## src/rtl/manta_bus_arbiter.sv

```systemverilog
// manta_bus_arbiter: shares the Manta chain head between host bridge (A) and on-chip requester (B), routing read responses by tag.
// Define MANTA_ARB_HOST_PRIORITY_EN for fixed A priority; otherwise round-robin.
module manta_bus_arbiter #(
    parameter int ADDR_W    = 16,
    parameter int DATA_W    = 16,
    parameter int TAG_DEPTH = 4
) (
    input  logic                         clk,
    input  logic                         rst,
    input  logic [ADDR_W-1:0]            a_addr_i,
    input  logic [DATA_W-1:0]            a_data_i,
    input  logic                         a_rw_i,
    input  logic                         a_valid_i,
    input  logic [ADDR_W-1:0]            b_addr_i,
    input  logic [DATA_W-1:0]            b_data_i,
    input  logic                         b_rw_i,
    input  logic                         b_valid_i,
    output logic [ADDR_W-1:0]            bus_addr_o,
    output logic [DATA_W-1:0]            bus_data_o,
    output logic                         bus_rw_o,
    output logic                         bus_valid_o,
    input  logic [DATA_W-1:0]            resp_data_i,
    input  logic                         resp_rw_i,
    input  logic                         resp_valid_i,
    output logic [DATA_W-1:0]            a_resp_data_o,
    output logic                         a_resp_rw_o,
    output logic                         a_resp_valid_o,
    output logic [DATA_W-1:0]            b_resp_data_o,
    output logic                         b_resp_valid_o,
    output logic                         a_drop_o,
    output logic                         b_drop_o,
    output logic                         orphan_o,
    output logic [$clog2(TAG_DEPTH):0]   outstanding_o
);
    localparam int PW = $clog2(TAG_DEPTH);
    localparam int CW = PW + 1;
    localparam logic [CW-1:0] FULL = CW'(TAG_DEPTH);

    typedef struct packed {
        logic              v;
        logic              rw;
        logic [ADDR_W-1:0] addr;
        logic [DATA_W-1:0] data;
    } req_t;

    req_t a_q, a_d, b_q, b_d, bus_q, bus_d;
    logic [TAG_DEPTH-1:0] ids_q, ids_d;
    logic [PW-1:0] wp_q, wp_d, rp_q, rp_d;
    logic [CW-1:0] cnt_q, cnt_d;
    logic [DATA_W-1:0] a_rd_q, a_rd_d, b_rd_q, b_rd_d;
    logic a_rv_q, a_rv_d, b_rv_q, b_rv_d;
    logic a_drop_q, a_drop_d, b_drop_q, b_drop_d, orph_q, orph_d;
    logic el_a, el_b, gnt_a, gnt_b, push, rd, pop;
`ifndef MANTA_ARB_HOST_PRIORITY_EN
    logic last_q, last_d;
`endif

    always_comb begin
        el_a = a_q.v && (a_q.rw || cnt_q < FULL);
        el_b = b_q.v && (b_q.rw || cnt_q < FULL);
`ifdef MANTA_ARB_HOST_PRIORITY_EN
        gnt_a = el_a;
        gnt_b = el_b && !gnt_a;
`else
        // last_q=1 means B was served last, so A wins a tie
        gnt_a = el_a && (!el_b || last_q);
        gnt_b = el_b && !gnt_a;
        last_d = gnt_a ? 1'b0 : (gnt_b ? 1'b1 : last_q);
`endif
        a_drop_d = a_drop_q || (a_valid_i && a_q.v && !gnt_a);
        b_drop_d = b_drop_q || (b_valid_i && b_q.v && !gnt_b);
        a_d = a_q;
        a_d.v = a_q.v && !gnt_a;
        if (a_valid_i && !a_d.v) a_d = '{v: 1'b1, rw: a_rw_i, addr: a_addr_i, data: a_data_i};
        b_d = b_q;
        b_d.v = b_q.v && !gnt_b;
        if (b_valid_i && !b_d.v) b_d = '{v: 1'b1, rw: b_rw_i, addr: b_addr_i, data: b_data_i};
        bus_d = gnt_a ? a_q : (gnt_b ? b_q : '0);
        push = bus_d.v && !bus_d.rw;
        rd = resp_valid_i && !resp_rw_i;
        pop = rd && cnt_q != '0;
        orph_d = orph_q || (rd && cnt_q == '0);
        ids_d = ids_q;
        if (push) ids_d[wp_q] = gnt_b;
        wp_d = wp_q + PW'(push);
        rp_d = rp_q + PW'(pop);
        cnt_d = cnt_q + CW'(push) - CW'(pop);
        a_rv_d = pop && !ids_q[rp_q];
        b_rv_d = pop && ids_q[rp_q];
        a_rd_d = a_rv_d ? resp_data_i : '0;
        b_rd_d = b_rv_d ? resp_data_i : '0;
    end

    always_ff @(posedge clk or posedge rst) begin
        if (rst) begin
            a_q      <= '0;
            b_q      <= '0;
            bus_q    <= '0;
            ids_q    <= '0;
            wp_q     <= '0;
            rp_q     <= '0;
            cnt_q    <= '0;
            a_rv_q   <= 1'b0;
            b_rv_q   <= 1'b0;
            a_rd_q   <= '0;
            b_rd_q   <= '0;
            a_drop_q <= 1'b0;
            b_drop_q <= 1'b0;
            orph_q   <= 1'b0;
`ifndef MANTA_ARB_HOST_PRIORITY_EN
            last_q   <= 1'b1;
`endif
        end else begin
            a_q      <= a_d;
            b_q      <= b_d;
            bus_q    <= bus_d;
            ids_q    <= ids_d;
            wp_q     <= wp_d;
            rp_q     <= rp_d;
            cnt_q    <= cnt_d;
            a_rv_q   <= a_rv_d;
            b_rv_q   <= b_rv_d;
            a_rd_q   <= a_rd_d;
            b_rd_q   <= b_rd_d;
            a_drop_q <= a_drop_d;
            b_drop_q <= b_drop_d;
            orph_q   <= orph_d;
`ifndef MANTA_ARB_HOST_PRIORITY_EN
            last_q   <= last_d;
`endif
        end
    end

    assign bus_addr_o     = bus_q.addr;
    assign bus_data_o     = bus_q.data;
    assign bus_rw_o       = bus_q.rw;
    assign bus_valid_o    = bus_q.v;
    assign a_resp_data_o  = a_rd_q;
    assign a_resp_rw_o    = 1'b0;
    assign a_resp_valid_o = a_rv_q;
    assign b_resp_data_o  = b_rd_q;
    assign b_resp_valid_o = b_rv_q;
    assign a_drop_o       = a_drop_q;
    assign b_drop_o       = b_drop_q;
    assign orphan_o       = orph_q;
    assign outstanding_o  = cnt_q;
endmodule

```

## config.mk

```make
export PLATFORM = sky130hd
export DESIGN_NAME = manta_bus_arbiter
export DESIGN_NICKNAME = d
export VERILOG_FILES = /design/src/rtl/manta_bus_arbiter.sv
export SDC_FILE = /design/constraint.sdc
export NUM_CORES = 1
export LEC_CHECK = 0
export ABC_AREA = 1
export CAP_MARGIN = 20
export CORE_MARGIN = 2
export CORE_UTILIZATION = 45
export CTS_CLUSTER_DIAMETER = 100
export CTS_CLUSTER_SIZE = 28
export DETAILED_ROUTE_END_ITERATION = 7
export GPL_TIMING_DRIVEN = 0
export PLACE_DENSITY = 0.83
export SETUP_SLACK_MARGIN = 0.2
export SYNTH_ARGS = -nofsm -noshare
export SYNTH_HDL_FRONTEND = slang
export SYNTH_SLANG_ARGS = --single-unit
```

## constraint.sdc

```tcl
create_clock -name clk -period 4.9 [get_ports clk]
set_input_delay 0.49 -clock clk [delete_from_list [all_inputs] [get_ports clk]]
set_output_delay 0.49 -clock clk [all_outputs]
set_load 0.1 [all_outputs]
```

* After elaboration in Yosys (flattened, before gate mapping)
Index checks and enable logic that the tools add are counted. W data, S select, Z words.
Word-level totals: bits in registers 151, input port bits 88, output and inout port bits 75, logic and storage cells 81
Cells by class: $add $sub $neg 4, order comparisons 4, mux-type cells 13, reduce and logical (&&, ||, !) cells 36
Operators by type and width (count):
- $mux W34 | 4
- $mux W16 | 2
- $logic_and A1 B1 Y1 | 19
- $logic_not A1 Y1 | 8
- $logic_or A1 B1 Y1 | 6
- $lt A2 B3 Y1 const B | 2
- $add A2 B1 Y2 | 2
- $bwmux W4 | 1
- $mux W1 | 4
- $add A3 B1 Y3 | 1
- $logic_not A3 Y1 | 1
- $lt A3 B3 Y1 const B | 1
- $reduce_bool A3 Y1 | 1
- $sub A3 B1 Y3 | 1
- $bmux W1 S2 | 1
- $demux W1 S2 | 1
- $ge A2 B1 Y1 const B | 1
- $reduce_bool A2 Y1 | 1

* Longest topological paths before layout
word-level depth 14, gate-level depth with buffers 13, gate-level depth less buffers 12

* Worst setup path after synthesis
OpenSTA, ideal clock, no wires.
path kind reg2reg, from reg cnt_q[2], in the netlist outstanding_o[2], to reg cnt_q[2], in the netlist outstanding_o[2], setup time 0.126 ns, arrival time 2.676 ns, data required time 4.774 ns, path slack 2.098 ns, cell stages (with the launch flop) 11, path buffers 1, clock period less this slack 2.802 ns, cells stage by stage dfrtp_1 -> a21boi_2 -> or2_2 -> buf_2 -> nand3_4 -> ha_1 -> inv_1 -> ha_1 -> inv_1 -> fa_1 -> xnor2_1
RTL lines:
- start: declaration | line 49 | logic [CW-1:0] cnt_q, cnt_d;
- start signal: assignment | line 120 | cnt_q <= cnt_d;

* Worst setup path in the final report
from reg cnt_q[2], in the netlist outstanding_o[2], to out outstanding_o[2]
RTL lines:
- end: declaration | line 33 | output logic [$clog2(TAG_DEPTH):0] outstanding_o
No word-level cell between the ends.

==> results.json <==
{
  "outcome": "finished clean",
  "htreeDepth": 4,
  "first_iter_violations": 251,
  "synth_cell_types": 33,
  "synth_area_mm2": 0.00582,
  "die_x_um": 118,
  "synthCells": 564,
  "slew_headroom_pct": 32.0,
  "path_clk_slew_ps": 60,
  "worstSetupPathDepth": 1,
  "ctsRootBufferMaster": "sky130_fd_sc_hd__clkbuf_16",
  "yosys.area.top_type_share_pct": 64.5,
  "route.final.wire_length_um": 13900,
  "timing.critical_path.buf_inv": 1,
  "synthesis.area_per_instance_um2": 10.3,
  "post_cts.resized_instances": 0,
  "portBuffers": 160,
  "number_of_detailed_routing_iterations_run_before_antenna_repair": 4,
  "utilization_pct": 65.9,
  "setup.worst_path.class": "reg2out",
  "max_stage_delay_ps": 1200,
  "syn_nets": 657,
  "synth-seq-area-share_pct": 65.0,
  "critical_path_arrival_ps": 2170,
  "cts_buffer_depth": 2,
  "timing.reg2reg.worst_path_depth": 11,
  "initial_cell_density_of_the_core_pct": 46.1,
  "remaining_drc_errors": 0,
  "tritoncts_num_sinks": 151,
  "grt_antenna_before_repair": 0,
  "std_cell_rows": 41,
  "antenna-diode-count": 0,
  "detail-route-antenna-nets": 0,
  "worst_clock_skew_on_the_final_layout_ps": 30.7,
  "fin_crit_ps": 2660,
  "synth_top_cells_by_area": "sky130_fd_sc_hd__dfrtp_1 65%, sky130_fd_sc_hd__nand2_1 6.6%, sky130_fd_sc_hd__nor2_1 5.0%",
  "area_growth_pct": 42.9,
  "fillCellCount": 963,
  "final_critical_path_setup_slack_ps": 2240,
  "max_slew_violation_count": 0,
  "critical_path.max_fanout": 6,
  "worst_path_max_delay_cell": "sky130_fd_sc_hd__clkdlybuf4s50_1",
  "drive_gt1_share_pct": 11.4,
  "multi_input_comb_area_mm2": 0.00157,
  "wl_per_cell_um": 15.0,
  "worstPathCellList": "clkdlybuf4s50_1",
  "pin_count": 163,
  "gpl_congestion": 0.850,
  "setup.worst_path.start_class": "flip-flop",
  "grt_setup_unrepaired": "false",
  "synth_enable_flop_cells": 0,
  "clk_latency_ps": 430,
  "cts_bufs_inserted": 17,
  "pre_cts_slack_ps": 2490,
  "synth.most_common_cell": "sky130_fd_sc_hd__dfrtp_1",
  "layout_worst_path_cycle_share_pct": 54.3,
  "vias_per_cell": 4.84,
  "yosys.area.top_type": "sky130_fd_sc_hd__dfrtp_1",
  "synth_seq_cells": 151,
  "sequential_cell_area_mm2": 0.00378,
  "die-area_mm2": 0.0139,
  "placeable_core_region_mm2": 0.0126,
  "estimated_wirelength_of_the_detail_placed_design_um": 10100,
  "synth-async-reset-ratio_pct": 100,
  "postCtsSetupBuffers": 0,
  "timing_hold_violations_final": 0,
  "clock.fmax_ghz": 0.376,
  "grt_pass1_wl_um": 22800,
  "grt_remaining_overflow": 0,
  "setup_violators_final": 0,
  "chipHeight_um": 118,
  "maxCapViolations": 0,
  "synth.yosys.warnings": 0,
  "first_global_vias": 4597,
  "whs_path_depth": 3,
  "kind_of_path_behind_the_tightest_hold_check": "in2reg",
  "pin_count_of_the_biggest_net_entering_global_routing": 99,
  "synth_top_cells_by_count": "150 x sky130_fd_sc_hd__dfrtp_1, 102 x sky130_fd_sc_hd__nand2_1, 77 x sky130_fd_sc_hd__nor2_1",
  "worst_pin_slew_ps": 1020,
  "track_usage_pct": 20.9,
  "cts_hold_repair.buffers": 0,
  "final_nets": 837,
  "postSynth.topFlopCell": "sky130_fd_sc_hd__dfrtp_1",
  "critical_path_required_ps": 4410,
  "largest_delay_contributor_family_on_the_critical_path": "buffers and inverters",
  "cts_tree": "built",
  "num_vias": 4497,
  "timing.critical_path.to_type": "output port"
}
## placed cells by master, fill, tap and decap left out, types with 3 or more instances in the layout
master | netlist | final
sky130_fd_sc_hd__clkdlybuf4s50_1 | 0 | 160
sky130_fd_sc_hd__dfrtp_1 | 150 | 150
sky130_fd_sc_hd__nand2_1 | 102 | 102
sky130_fd_sc_hd__nor2_1 | 77 | 77
sky130_fd_sc_hd__inv_1 | 73 | 72
sky130_fd_sc_hd__nand3_1 | 31 | 31
sky130_fd_sc_hd__o21ai_0 | 22 | 22
sky130_fd_sc_hd__a21oi_1 | 21 | 21
sky130_fd_sc_hd__a21oi_2 | 18 | 18
sky130_fd_sc_hd__clkbuf_16 | 0 | 17
sky130_fd_sc_hd__buf_6 | 9 | 9
sky130_fd_sc_hd__buf_2 | 6 | 6
sky130_fd_sc_hd__o22ai_1 | 6 | 6
sky130_fd_sc_hd__buf_4 | 5 | 5
sky130_fd_sc_hd__clkbuf_1 | 5 | 5
sky130_fd_sc_hd__o21ai_1 | 4 | 4
sky130_fd_sc_hd__inv_6 | 0 | 4
sky130_fd_sc_hd__nand4_1 | 4 | 4
sky130_fd_sc_hd__ha_1 | 4 | 4
sky130_fd_sc_hd__bufinv_16 | 0 | 4
sky130_fd_sc_hd__nand2_4 | 3 | 3
sky130_fd_sc_hd__o21bai_1 | 3 | 3
sky130_fd_sc_hd__clkinv_4 | 0 | 3
## per-stage QoR
step | TNS, ps | cells | hold slack [ps] | instance area, µm²
global route | 0 | 929 | 428 | 8310
floorplan | 0 | 564 | 442 | 5820
CTS | 0 | 929 | 419 | 8310
global placement | -190510 | 896 | 456 | 7630
detailed placement | 0 | 897 | 462 | 7670
finish | 0 | 929 | 426 | 8310
## state kept, by name (all words and copies together), names as in the netlist
register,count
bus_data_o,16
a_drop_o,1
a_resp_valid_o,1
rp_q,2
b_drop_o,1
bus_rw_o,1
ids_q,4
last_q,1
orphan_o,1
bus_valid_o,1
wp_q,2
b_q,34
a_q,34
b_resp_valid_o,1
b_resp_data_o,16
a_resp_data_o,16
bus_addr_o,16
outstanding_o,3
## final cells by class
type | count | area share, %
tap | 172 | 2.59
clock buffer | 19 | 5.45
inverter | 75 | 3.45
multi-input combinational | 313 | 18.9
clock inverter | 13 | 2.32
buffer | 25 | 2.26
sequential | 151 | 45.5
timing repair buffer | 161 | 19.6
## per-layer routing
layer	vias to the layer above	GRT usage, %	part of all wire, %
li1	2108	-	-
met1	2204	25.4	41
met2	170	35.2	50
met3	15	6.64	7.4
met4	0	7.15	1.2
met5	-	0	0
## worst paths after layout
check / from / to / slack, ps
worst max-delay path: outstanding_o[2] / outstanding_o[2] / 2240
worst min register to register: b_q[3] / b_q[3] / 470
worst max register to register: outstanding_o[2] / outstanding_o[1] / 2430
worst min-delay path: a_valid_i / a_q[26] / 430
min in group asynchronous: rst / a_resp_data_o[0] / 490
max in group asynchronous: rst / last_q / 3550
## cell families after synthesis
| family | after synthesis | share of synthesized area, % |
|---|---|---|
| flops | 151 | 65.0 |
| fa+ha+maj | 5 | 1.20 |
| xor+xnor | 4 | 0.602 |
| simple gates | 224 | 16.5 |
| other cells | 1 | 0.0645 |
| buf+inv | 100 | 8.07 |
| compound gates | 79 | 8.60 |
Power is left out: the tool's default activity adds up to more than one toggle a clock period on the data nets, which glitch-free logic cannot reach.
